**src/rtl/uni_shft_ctrl_if.sv**
```systemverilog
// Command handshake bundle between a command source and the shift-register sequencer.
interface uni_shft_ctrl_if #(
    parameter int unsigned WIDTH = 4
);
    logic             cmd_valid;
    logic             cmd_ready;
    logic             cmd_mode;
    logic             cmd_dir;
    logic [WIDTH-1:0] cmd_data;

    modport master (output cmd_valid, cmd_mode, cmd_dir, cmd_data, input cmd_ready);
    modport slave  (input cmd_valid, cmd_mode, cmd_dir, cmd_data, output cmd_ready);
endinterface

```
**src/rtl/uni_shft_ctrl.sv**
```systemverilog
// Sequencer for a universal shift register: runs one TX (parallel->serial) or
// RX (serial->parallel) command per handshake as LOAD, WIDTH shifts, DONE.
module uni_shft_ctrl #(
    parameter int unsigned WIDTH = 4
) (
    input  logic             clk,
    input  logic             rst,
    uni_shft_ctrl_if.slave   cmd,
    input  logic             abort,
    output logic [1:0]       sr_sel,
    output logic [WIDTH-1:0] sr_par_in,
    output logic             sr_ser_inr,
    output logic             sr_ser_inl,
    input  logic [WIDTH-1:0] sr_par_out,
    input  logic             sr_ser_outr,
    input  logic             sr_ser_outl,
    input  logic             ser_rx_in,
    output logic             rx_bit_ready,
    output logic             ser_tx_out,
    output logic             tx_bit_valid,
    output logic [WIDTH-1:0] rx_data,
    output logic             rx_valid,
    output logic             busy,
    output logic             done
);

    localparam int unsigned    CNT_W    = $clog2(WIDTH + 1);
    localparam logic [CNT_W-1:0] CNT_LAST = CNT_W'(WIDTH - 1);

    localparam logic [1:0] SEL_HOLD  = 2'd0;
    localparam logic [1:0] SEL_RIGHT = 2'd1;
    localparam logic [1:0] SEL_LEFT  = 2'd2;
    localparam logic [1:0] SEL_LOAD  = 2'd3;

    typedef enum logic [1:0] {
        ST_IDLE  = 2'd0,
        ST_LOAD  = 2'd1,
        ST_SHIFT = 2'd2,
        ST_DONE  = 2'd3
    } state_e;

    state_e             state_q, state_d;
    logic [CNT_W-1:0]   cnt_q, cnt_d;
    logic               mode_q, mode_d;
    logic               dir_q, dir_d;
    logic [WIDTH-1:0]   data_q, data_d;
    logic [WIDTH-1:0]   rx_data_q, rx_data_d;
    logic               rx_valid_q, rx_valid_d;

    // State and command registers
    always_ff @(posedge clk or posedge rst) begin
        if (rst) begin
            state_q    <= ST_IDLE;
            cnt_q      <= '0;
            mode_q     <= 1'b0;
            dir_q      <= 1'b0;
            data_q     <= '0;
            rx_data_q  <= '0;
            rx_valid_q <= 1'b0;
        end else begin
            state_q    <= state_d;
            cnt_q      <= cnt_d;
            mode_q     <= mode_d;
            dir_q      <= dir_d;
            data_q     <= data_d;
            rx_data_q  <= rx_data_d;
            rx_valid_q <= rx_valid_d;
        end
    end

    // Next state; abort overrides every transition outside IDLE
    always_comb begin
        state_d    = state_q;
        cnt_d      = cnt_q;
        mode_d     = mode_q;
        dir_d      = dir_q;
        data_d     = data_q;
        rx_data_d  = rx_data_q;
        rx_valid_d = 1'b0;

        case (state_q)
            ST_IDLE: begin
                if (cmd.cmd_valid) begin
                    mode_d  = cmd.cmd_mode;
                    dir_d   = cmd.cmd_dir;
                    data_d  = cmd.cmd_data;
                    state_d = ST_LOAD;
                end
            end
            ST_LOAD: begin
                cnt_d   = '0;
                state_d = ST_SHIFT;
            end
            ST_SHIFT: begin
                cnt_d = cnt_q + CNT_W'(1);
                if (cnt_q == CNT_LAST) begin
                    state_d = ST_DONE;
                end
            end
            ST_DONE: begin
                if (mode_q) begin
                    rx_data_d  = sr_par_out;
                    rx_valid_d = 1'b1;
                end
                state_d = ST_IDLE;
            end
            default: state_d = ST_IDLE;
        endcase

        if (abort && (state_q != ST_IDLE)) begin
            state_d    = ST_IDLE;
            rx_data_d  = rx_data_q;
            rx_valid_d = 1'b0;
        end
    end

    // Moore decode of register controls; TX bit passes straight through from the register
    always_comb begin
        sr_sel       = SEL_HOLD;
        sr_par_in    = '0;
        sr_ser_inr   = 1'b0;
        sr_ser_inl   = 1'b0;
        ser_tx_out   = 1'b0;
        tx_bit_valid = 1'b0;
        rx_bit_ready = 1'b0;

        case (state_q)
            ST_LOAD: begin
                sr_sel    = SEL_LOAD;
                sr_par_in = mode_q ? '0 : data_q;
            end
            ST_SHIFT: begin
                sr_sel = dir_q ? SEL_LEFT : SEL_RIGHT;
                if (mode_q) begin
                    rx_bit_ready = 1'b1;
                    if (dir_q) begin
                        sr_ser_inl = ser_rx_in;
                    end else begin
                        sr_ser_inr = ser_rx_in;
                    end
                end else begin
                    tx_bit_valid = 1'b1;
                    ser_tx_out   = dir_q ? sr_ser_outl : sr_ser_outr;
                end
            end
            default: ;
        endcase
    end

    assign cmd.cmd_ready = (state_q == ST_IDLE);
    assign busy          = (state_q != ST_IDLE);
    assign done          = (state_q == ST_DONE) && !abort;
    assign rx_data       = rx_data_q;
    assign rx_valid      = rx_valid_q;

endmodule

```
**src/flat_wrapper.sv**
```systemverilog
// flat-port wrapper written by rule: the top's interface ports become plain ports
module uni_shft_ctrl_flat 
#(
    parameter int unsigned WIDTH = 4
)
  (clk, rst, abort, sr_sel, sr_par_in, sr_ser_inr, sr_ser_inl, sr_par_out, sr_ser_outr, sr_ser_outl, ser_rx_in, rx_bit_ready, ser_tx_out, tx_bit_valid, rx_data, rx_valid, busy, done, cmd_cmd_valid, cmd_cmd_mode, cmd_cmd_dir, cmd_cmd_data, cmd_cmd_ready);
  uni_shft_ctrl_if #(.WIDTH(WIDTH)) cmd_i ();
  input  logic clk;
  input  logic rst;
  input  logic abort;
  output logic [1:0] sr_sel;
  output logic [WIDTH-1:0] sr_par_in;
  output logic sr_ser_inr;
  output logic sr_ser_inl;
  input  logic [WIDTH-1:0] sr_par_out;
  input  logic sr_ser_outr;
  input  logic sr_ser_outl;
  input  logic ser_rx_in;
  output logic rx_bit_ready;
  output logic ser_tx_out;
  output logic tx_bit_valid;
  output logic [WIDTH-1:0] rx_data;
  output logic rx_valid;
  output logic busy;
  output logic done;
  input wire logic [$bits(cmd_i.cmd_valid)-1:0] cmd_cmd_valid;
  input wire logic [$bits(cmd_i.cmd_mode)-1:0] cmd_cmd_mode;
  input wire logic [$bits(cmd_i.cmd_dir)-1:0] cmd_cmd_dir;
  input wire logic [$bits(cmd_i.cmd_data)-1:0] cmd_cmd_data;
  output wire logic [$bits(cmd_i.cmd_ready)-1:0] cmd_cmd_ready;
  assign cmd_i.cmd_valid = cmd_cmd_valid;
  assign cmd_i.cmd_mode = cmd_cmd_mode;
  assign cmd_i.cmd_dir = cmd_cmd_dir;
  assign cmd_i.cmd_data = cmd_cmd_data;
  assign cmd_cmd_ready = cmd_i.cmd_ready;
  uni_shft_ctrl #(.WIDTH(WIDTH)) u_core (.clk(clk), .rst(rst), .cmd(cmd_i), .abort(abort), .sr_sel(sr_sel), .sr_par_in(sr_par_in), .sr_ser_inr(sr_ser_inr), .sr_ser_inl(sr_ser_inl), .sr_par_out(sr_par_out), .sr_ser_outr(sr_ser_outr), .sr_ser_outl(sr_ser_outl), .ser_rx_in(ser_rx_in), .rx_bit_ready(rx_bit_ready), .ser_tx_out(ser_tx_out), .tx_bit_valid(tx_bit_valid), .rx_data(rx_data), .rx_valid(rx_valid), .busy(busy), .done(done));
endmodule
```
**config.mk**
```make
export PLATFORM = sky130hd
export DESIGN_NAME = uni_shft_ctrl_flat
export DESIGN_NICKNAME = d
export VERILOG_FILES = /design/src/rtl/uni_shft_ctrl_if.sv /design/src/rtl/uni_shft_ctrl.sv /design/src/flat_wrapper.sv
export SDC_FILE = /design/constraint.sdc
export NUM_CORES = 1
export LEC_CHECK = 0
export CAP_MARGIN = 0
export CORE_MARGIN = 1.5
export CORE_UTILIZATION = 41
export CTS_CLUSTER_SIZE = 12
export DETAILED_ROUTE_END_ITERATION = 8
export PLACE_DENSITY = 0.76
export SLEW_MARGIN = 20
export SYNTH_ARGS = -nofsm -noshare
export SYNTH_HDL_FRONTEND = slang
export SYNTH_SLANG_ARGS = --single-unit
```
**constraint.sdc**
```tcl
create_clock -name clk -period 1.8 [get_ports clk]
set_input_delay 0.36 -clock clk [delete_from_list [all_inputs] [get_ports clk]]
set_output_delay 0.36 -clock clk [all_outputs]
set_load 0.02 [all_outputs]
```
==> run_results.csv, run 1 <==
group,metric,value,unit
placed_design,place_inst,144,
sta,holdWs,0.375,ns
die,rows,16,
critical_path,crit_path_end_kind,"output pin",
drt,wl_met3,88,um
drt,wl_met2,888,um
clocking,cts_buffers,3,
sta,hold_viol,0,
flow_run,drv_cap,0,
finish,drive_gt1_share,38.0,%
placed_design,place_hpwl,1430,um
grt,track_usage,17.4,%
die,dieWidth,48.9,um
finish,multi_input_area,483,um^2
logic_synthesis,postSynthAreaPerCell,11.7,um^2
critical_path,crit_start,"u_core.state_q[0]",
sta,fin_worst_skew,0.00328,ns
clocking,cts_buffer_depth,2,
sta,final_max_slew_viol_count,0,
sta,finalCritPeriodShare,97.7,%
critical_path,worstPathMaxFanout,4,
die,start_util,43.6,%
drt,drt_iter0_drc,10,
drt,post_drt_wl_per_cell,12.7,um
pwr,ir_drop,0.00114,V
clocking,cts_tree,"done",
critical_path,start_kind,"flop",
sta,fin_crit,1.76,ns
placed_design,placed_cell_area,1300,um^2
die,die_area,2390,um^2
logic_synthesis,ys_warn_count,0,
drt,wl_met1,877,um
die,coreArea,1980,um^2
sta,max-slew-margin-rel,81.6,%
worst_hold_path,min_path_type,"in2async",
drt,vias,680,
sta,grt_setup_unrepaired,"yes",
die,die_h,48.9,um
placed_design,place.gp.congestion,0.830,
logic_synthesis,yosysTopAreaCellShare,46.4,%
grt,grt_pass1_vias,683,
sta,setup_tns,0,ns
finish,design_area,1350,um^2
status,outcome,"finished, final reports clean",
logic_synthesis,syn_inst,74,
finish,finalNonFillerCells,148,
critical_path,reg2reg_depth,5,
critical_path,required,1.44,ns
clocking,post_cts_buffers,0,
critical_path,rr_endpoint,"u_core.rx_data[2]",
grt,overflow,0,
pwr,power.leakage,0.642,nW
drt,viasPerCell,4.59,
critical_path,crit_path_end,"sr_ser_inr",
drt,antenna_left,0,
logic_synthesis,yosysUniqueCellTypes,19,
logic_synthesis,syn_area,863,um^2
clocking,htreeDepth,1,
logic_synthesis,synth-seq-cells,16,
sta,setup_slack,0.0413,ns
logic_synthesis,seq_area_frac_synth,46.4,%
logic_synthesis,ys_top_cells_by_area,"dfrtp_1 46%, ha_1 10%, mux2_2 7.8%, mux2_4 7.0%, nor2b_1 5.1%",
drt,top_layer,"met4",
die,io_pins,36,
finish,diodes,0,
grt,antenna_found_initial,0,
clocking,cts.sinks,16,
clocking,ctsRootBufferMaster,"clkbuf_4",
finish,area.growth.synth_to_final,56.2,%
clocking,cts.clk_slew.worst_paths,0.09,ns
logic_synthesis,synth_area_leader_cell,"dfrtp_1",
placed_design,port_buffers,35,
pwr,pwr_density_cell,1600,nW/um^2
logic_synthesis,synth_nets,98,
critical_path,cp_data_arrival_time,1.40,ns
drt,drt-pass1-iter-count,3,
sta,worstMarginPinSlew,0.275,ns
placed_design,pre_cts_slack,-0.273,ns
finish,fill_cells,147,
drt,drt-total-wl,1870,um
sta,setup_viol,0,
critical_path,r2r-start,"u_core.state_q[0]",
clocking,clock_latency,0.28,ns
critical_path,crit_type,"reg2out",
grt,grt_max_degree,17,
critical_path,rrSetupSlack,0.23,ns
drt,drc,0,
finish,fin_nets,146,
finish,regArea,400,um^2
sta,max_freq,569,MHz
grt,grt_pass1_wl,3160,um
-- where the power goes --
part,switching (mW),internal [mW],leakage (nW),total (mW)
clock,0.110,0.123,0.0210,0.233
combinational,0.622,0.696,0.421,1.32
sequential,0.0942,0.510,0.199,0.605
-- per-stage QoR --
step           util (%)  power [mW]
2_1_floorplan         -        1.32
4_1_cts            66.5        2.11
5_1_grt            68.1        2.31
3_3_place_gp       65.8        1.84
3_5_place_dp       65.8        1.87
6_report           68.1        2.16
-- flip-flops by register name (all words and copies together), names as in the netlist --
name / flops
u_core.dir_q: 1
u_core.cnt_q: 3
u_core.data_q: 4
u_core.rx_valid: 1
u_core.rx_data: 4
u_core.state_q: 2
u_core.mode_q: 1
-- cell type report --
class                      instances  area share, %
inverter                           7           1.95
sequential                        16           29.7
timing repair buffer              44           27.4
clock buffer                       4           2.69
multi-input combinational         50           35.8
tap                               27           2.50
-- routing by layer --
layer | track usage, % | vias to the layer above
met5 | 0 | -
met4 | 7.14 | 0
met3 | 4.29 | 2
met2 | 28.5 | 20
met1 | 21.8 | 318
li1 | - | 340
-- timing repair --
action / CTS / global route
gates resized for setup: 58 / 12
setup endpoints to repair: 14 / 10
hold buffers: 0 / 0
-- worst max-delay path: stages (launching register included) --
cell and delay [ns]:
dfrtp_1 0.41, inv_2 0.16, ha_4 0.17, nand3_1 0.10
nor2_1 0.10, buf_2 0.18
-- worst min path at each step --
stage                                   to  slack, ns
after floorplan            u_core.cnt_q[0]       0.27
after global placement     u_core.cnt_q[0]       0.47
after CTS                 u_core.data_q[0]       0.38
final                     u_core.data_q[0]       0.38
after global routing      u_core.data_q[0]       0.40
after detailed placement   u_core.cnt_q[0]       0.48
-- cell families (layout without fill, tap and decap cells) --
| logic type | after synthesis | in the layout | share of synthesized area (%) |
|---|---|---|---|
| mux | 13 | 13 | 18.3 |
| fa+ha+maj | 7 | 7 | 10.1 |
| simple gates | 24 | 24 | 16.7 |
| compound gates | 6 | 6 | 4.20 |
| buf+inv | 8 | 55 | 4.35 |
| flops | 16 | 16 | 46.4 |
-- placed cells by master (no fill, tap or decap), drive strengths merged --
cell and n:
dlygate4sd2 1, mux2 10, dfrtp 16, ha 7
nor2 3, nand2 4, nor2b 7, nand2b 1
nand3 2, clkbuf 4, o311a 1, mux2i 3
o22ai 1, and3 1, clkdlybuf4s15 1, and2 5
buf 21, a21oi 2, clkdlybuf4s50 21, inv 7
o21ai 2, nor3b 1
-- synth_stat cells --
cell      number
o311a_1        1
nand3_1        2
mux2_4         4
mux2_2         6
ha_1           7
dfrtp_1       16
o22ai_1        1
nor3b_1        1
inv_1          7
nor2_1         3
nand2b_4       1
nor2b_1        7
mux2i_1        3
buf_6          1
nand2_1        4
a21oi_1        2
and3_4         1
and2_1         5
o21ai_0        2
(Power assumes the default switching activity.)
==> run 2, diff against run 1 <==
--- a/config.mk
+++ b/config.mk
@@ -8,3 +8,2 @@
 export CAP_MARGIN = 0
-export CORE_MARGIN = 1.5
 export CORE_UTILIZATION = 41
@@ -12,2 +11,3 @@
 export DETAILED_ROUTE_END_ITERATION = 8
+export GPL_TIMING_DRIVEN = 0
 export PLACE_DENSITY = 0.76
--- a/constraint.sdc
+++ b/constraint.sdc
@@ -3,2 +3,2 @@
 set_output_delay 0.36 -clock clk [all_outputs]
-set_load 0.02 [all_outputs]
+set_load 0.1 [all_outputs]
==> run 2 against run 1 <==
  * The run now ends with setup timing left
  * Routed wire length grew 14%
  * Cell area grew 17%
  * Worst hold slack gained 0.077 ns
  * Flip-flop and latch count is the same
  * Count of clock-buffer cells in the layout is the same
  * Cell count shrank 2.7%
  * Via count grew 3.8%
  * Critical path depth is the same
  * Critical path type unchanged
==> run_results.csv, run 2 (synthesized netlist as in run 1, its figures left out) <==
group,metric,value,unit
status,outcome,"complete, but fails checks",
status,failed_checks,"setup timing",
sta,setup_viol,6,
clocking,cts.sinks,16,
clocking,clock_latency,0.28,ns
critical_path,r2r-start,"u_core.state_q[0]",
grt,grt_max_degree,17,
die,die_area,2290,um^2
critical_path,required,1.44,ns
drt,drt-pass1-iter-count,4,
die,start_util,44.0,%
sta,worstMarginPinSlew,0.631,ns
drt,antenna_left,0,
drt,viasPerCell,4.90,
critical_path,slowest_delay,0.46,ns
finish,final_common_cell,"clkdlybuf4s50_1",
die,die_h,47.9,um
critical_path,rrSetupSlack,0.20,ns
finish,fin_nets,142,
clocking,cts_tree,"done",
sta,hold_viol,0,
flow_run,drv_cap,0,
finish,drive_gt1_share,52.1,%
sta,max-slew-margin-rel,57.9,%
clocking,htreeDepth,1,
critical_path,start_kind,"flop",
clocking,cts_buffer_depth,2,
critical_path,crit_path_end_kind,"output pin",
placed_design,place.gp.congestion,0.767,
sta,final_max_slew_viol_count,0,
critical_path,cpMostUsedCell,"buf_12",
grt,overflow,0,
sta,grt_setup_unrepaired,"yes",
critical_path,cp_cell_sequence,"buf_12 > ha_4 > nor2b_4 > and2_4 > buf_12",
finish,diodes,0,
die,rows,16,
sta,setup_slack,-0.0816,ns
drt,post_drt_wl_per_cell,14.8,um
clocking,cts.clk_slew.worst_paths,0.10,ns
drt,vias,706,
grt,track_usage,20.4,%
finish,area.growth.synth_to_final,82.5,%
drt,drc,0,
placed_design,place_hpwl,1400,um
die,dieWidth,47.9,um
sta,fin_crit,1.88,ns
grt,grt_pass1_wl,3140,um
die,io_pins,36,
clocking,ctsRootBufferMaster,"clkbuf_4",
critical_path,critical-path-slowest-cell,"dfrtp_2",
placed_design,port_buffers,35,
clocking,cts_buffers,3,
drt,drt-total-wl,2140,um
finish,layout_common_cells,"16 x clkdlybuf4s50_1, 14 x dfrtp_1, 12 x buf_12",
drt,drt_iter0_drc,10,
critical_path,rr_endpoint,"u_core.rx_data[0]",
placed_design,pre_cts_slack,-0.839,ns
sta,finalCritPeriodShare,105,%
sta,fin_worst_skew,0.00680,ns
grt,antenna_found_initial,0,
grt,grt_pass1_vias,712,
critical_path,crit_type,"reg2out",
critical_path,worstPathMaxFanout,4,
worst_hold_path,min_path_type,"in2async",
sta,max_freq,531,MHz
die,coreArea,1960,um^2
critical_path,reg2reg_depth,6,
critical_path,cp_data_arrival_time,1.52,ns
-- run 2: changes by cell type in the layout (fill, tap and decap cells not counted), moves of 4 or more --
cell,previous run,this run
buf_4,14,5
clkdlybuf4s50_1,21,16
and2_4,0,4
clkdlybuf4s15_2,0,5
buf_12,0,12
and2_1,5,1
buf_2,7,0
-- run 2: final cells by class --
| type | count | area [um^2] |
|---|---|---|
| Fill cell | 123 | 387 |
| Tap cell | 27 | 33.8 |
| Buffer | 1 | 11.3 |
| Multi-Input combinational cell | 50 | 552 |
| Clock buffer | 4 | 36.3 |
| Sequential cell | 16 | 403 |
| Inverter | 7 | 33.8 |
| Timing Repair Buffer | 39 | 505 |
-- run 2: layer usage --
metal  global-route usage, %  routed length, um  up-vias
met4                    6.67                 11        0
met3                    3.77                 99        2
met1                    24.2                929      344
met2                    36.8               1100       26
met5                       0                  0        -
li1                        -                  -      334
-- run 2: worst max-delay path: cells and delay by family, from the launching register on --
family / cells / cell delay, ns
flip-flops: 1 / 0.46
AND/OR/NAND/NOR: 2 / 0.33
buffers and inverters: 2 / 0.30
adder cells (fa/ha/maj): 1 / 0.16
-- run 2: through the flow --
stage | util, % | setup TNS, ns | cells | hold slack [ns] | area [um^2]
6_report | 80.3 | -0.411 | 144 | 0.453 | 1580
3_5_place_dp | 65.3 | -9.96 | 136 | 0.486 | 1280
2_1_floorplan | - | -2.06 | 74 | 0.274 | 897
3_3_place_gp | 65.3 | -9.70 | 136 | 0.468 | 1280
4_1_cts | 77.4 | -0.400 | 142 | 0.460 | 1520
5_1_grt | 80.3 | -1.13 | 144 | 0.508 | 1580
-- run 2: timing repair --
item / CTS / global route
hold buffers: 0 / 0
pin swaps: 7 / 3
buffers inserted: 2 / 2
gates resized for setup: 152 / 7
setup endpoints to repair: 19 / 11
-- run 2: worst max path at each step --
stage | start | end | slack, ns | cells after the start
after floorplan | u_core.state_q[0] | sr_ser_inl | -0.23 | 4
after global placement | u_core.state_q[1] | sr_par_in[2] | -0.82 | 5
after detailed placement | u_core.state_q[1] | sr_par_in[0] | -0.84 | 5
after CTS | u_core.state_q[1] | sr_par_in[0] | -0.06 | 5
after global routing | u_core.state_q[1] | sr_par_in[2] | -0.15 | 5
final | u_core.state_q[0] | sr_par_in[2] | -0.08 | 5
Power of run 2 is left out: the tool's default activity adds up to more than one toggle a clock period on the data nets, which glitch-free logic cannot reach.
==> run 3, diff against run 2 <==
ABC_CLOCK_PERIOD_IN_PS = 1800   (was default)
==> results of run 3 <==
Same layout as run 2: the final DEF is identical, and so are final timing and power.
Power of run 3 is left out for the same reason.
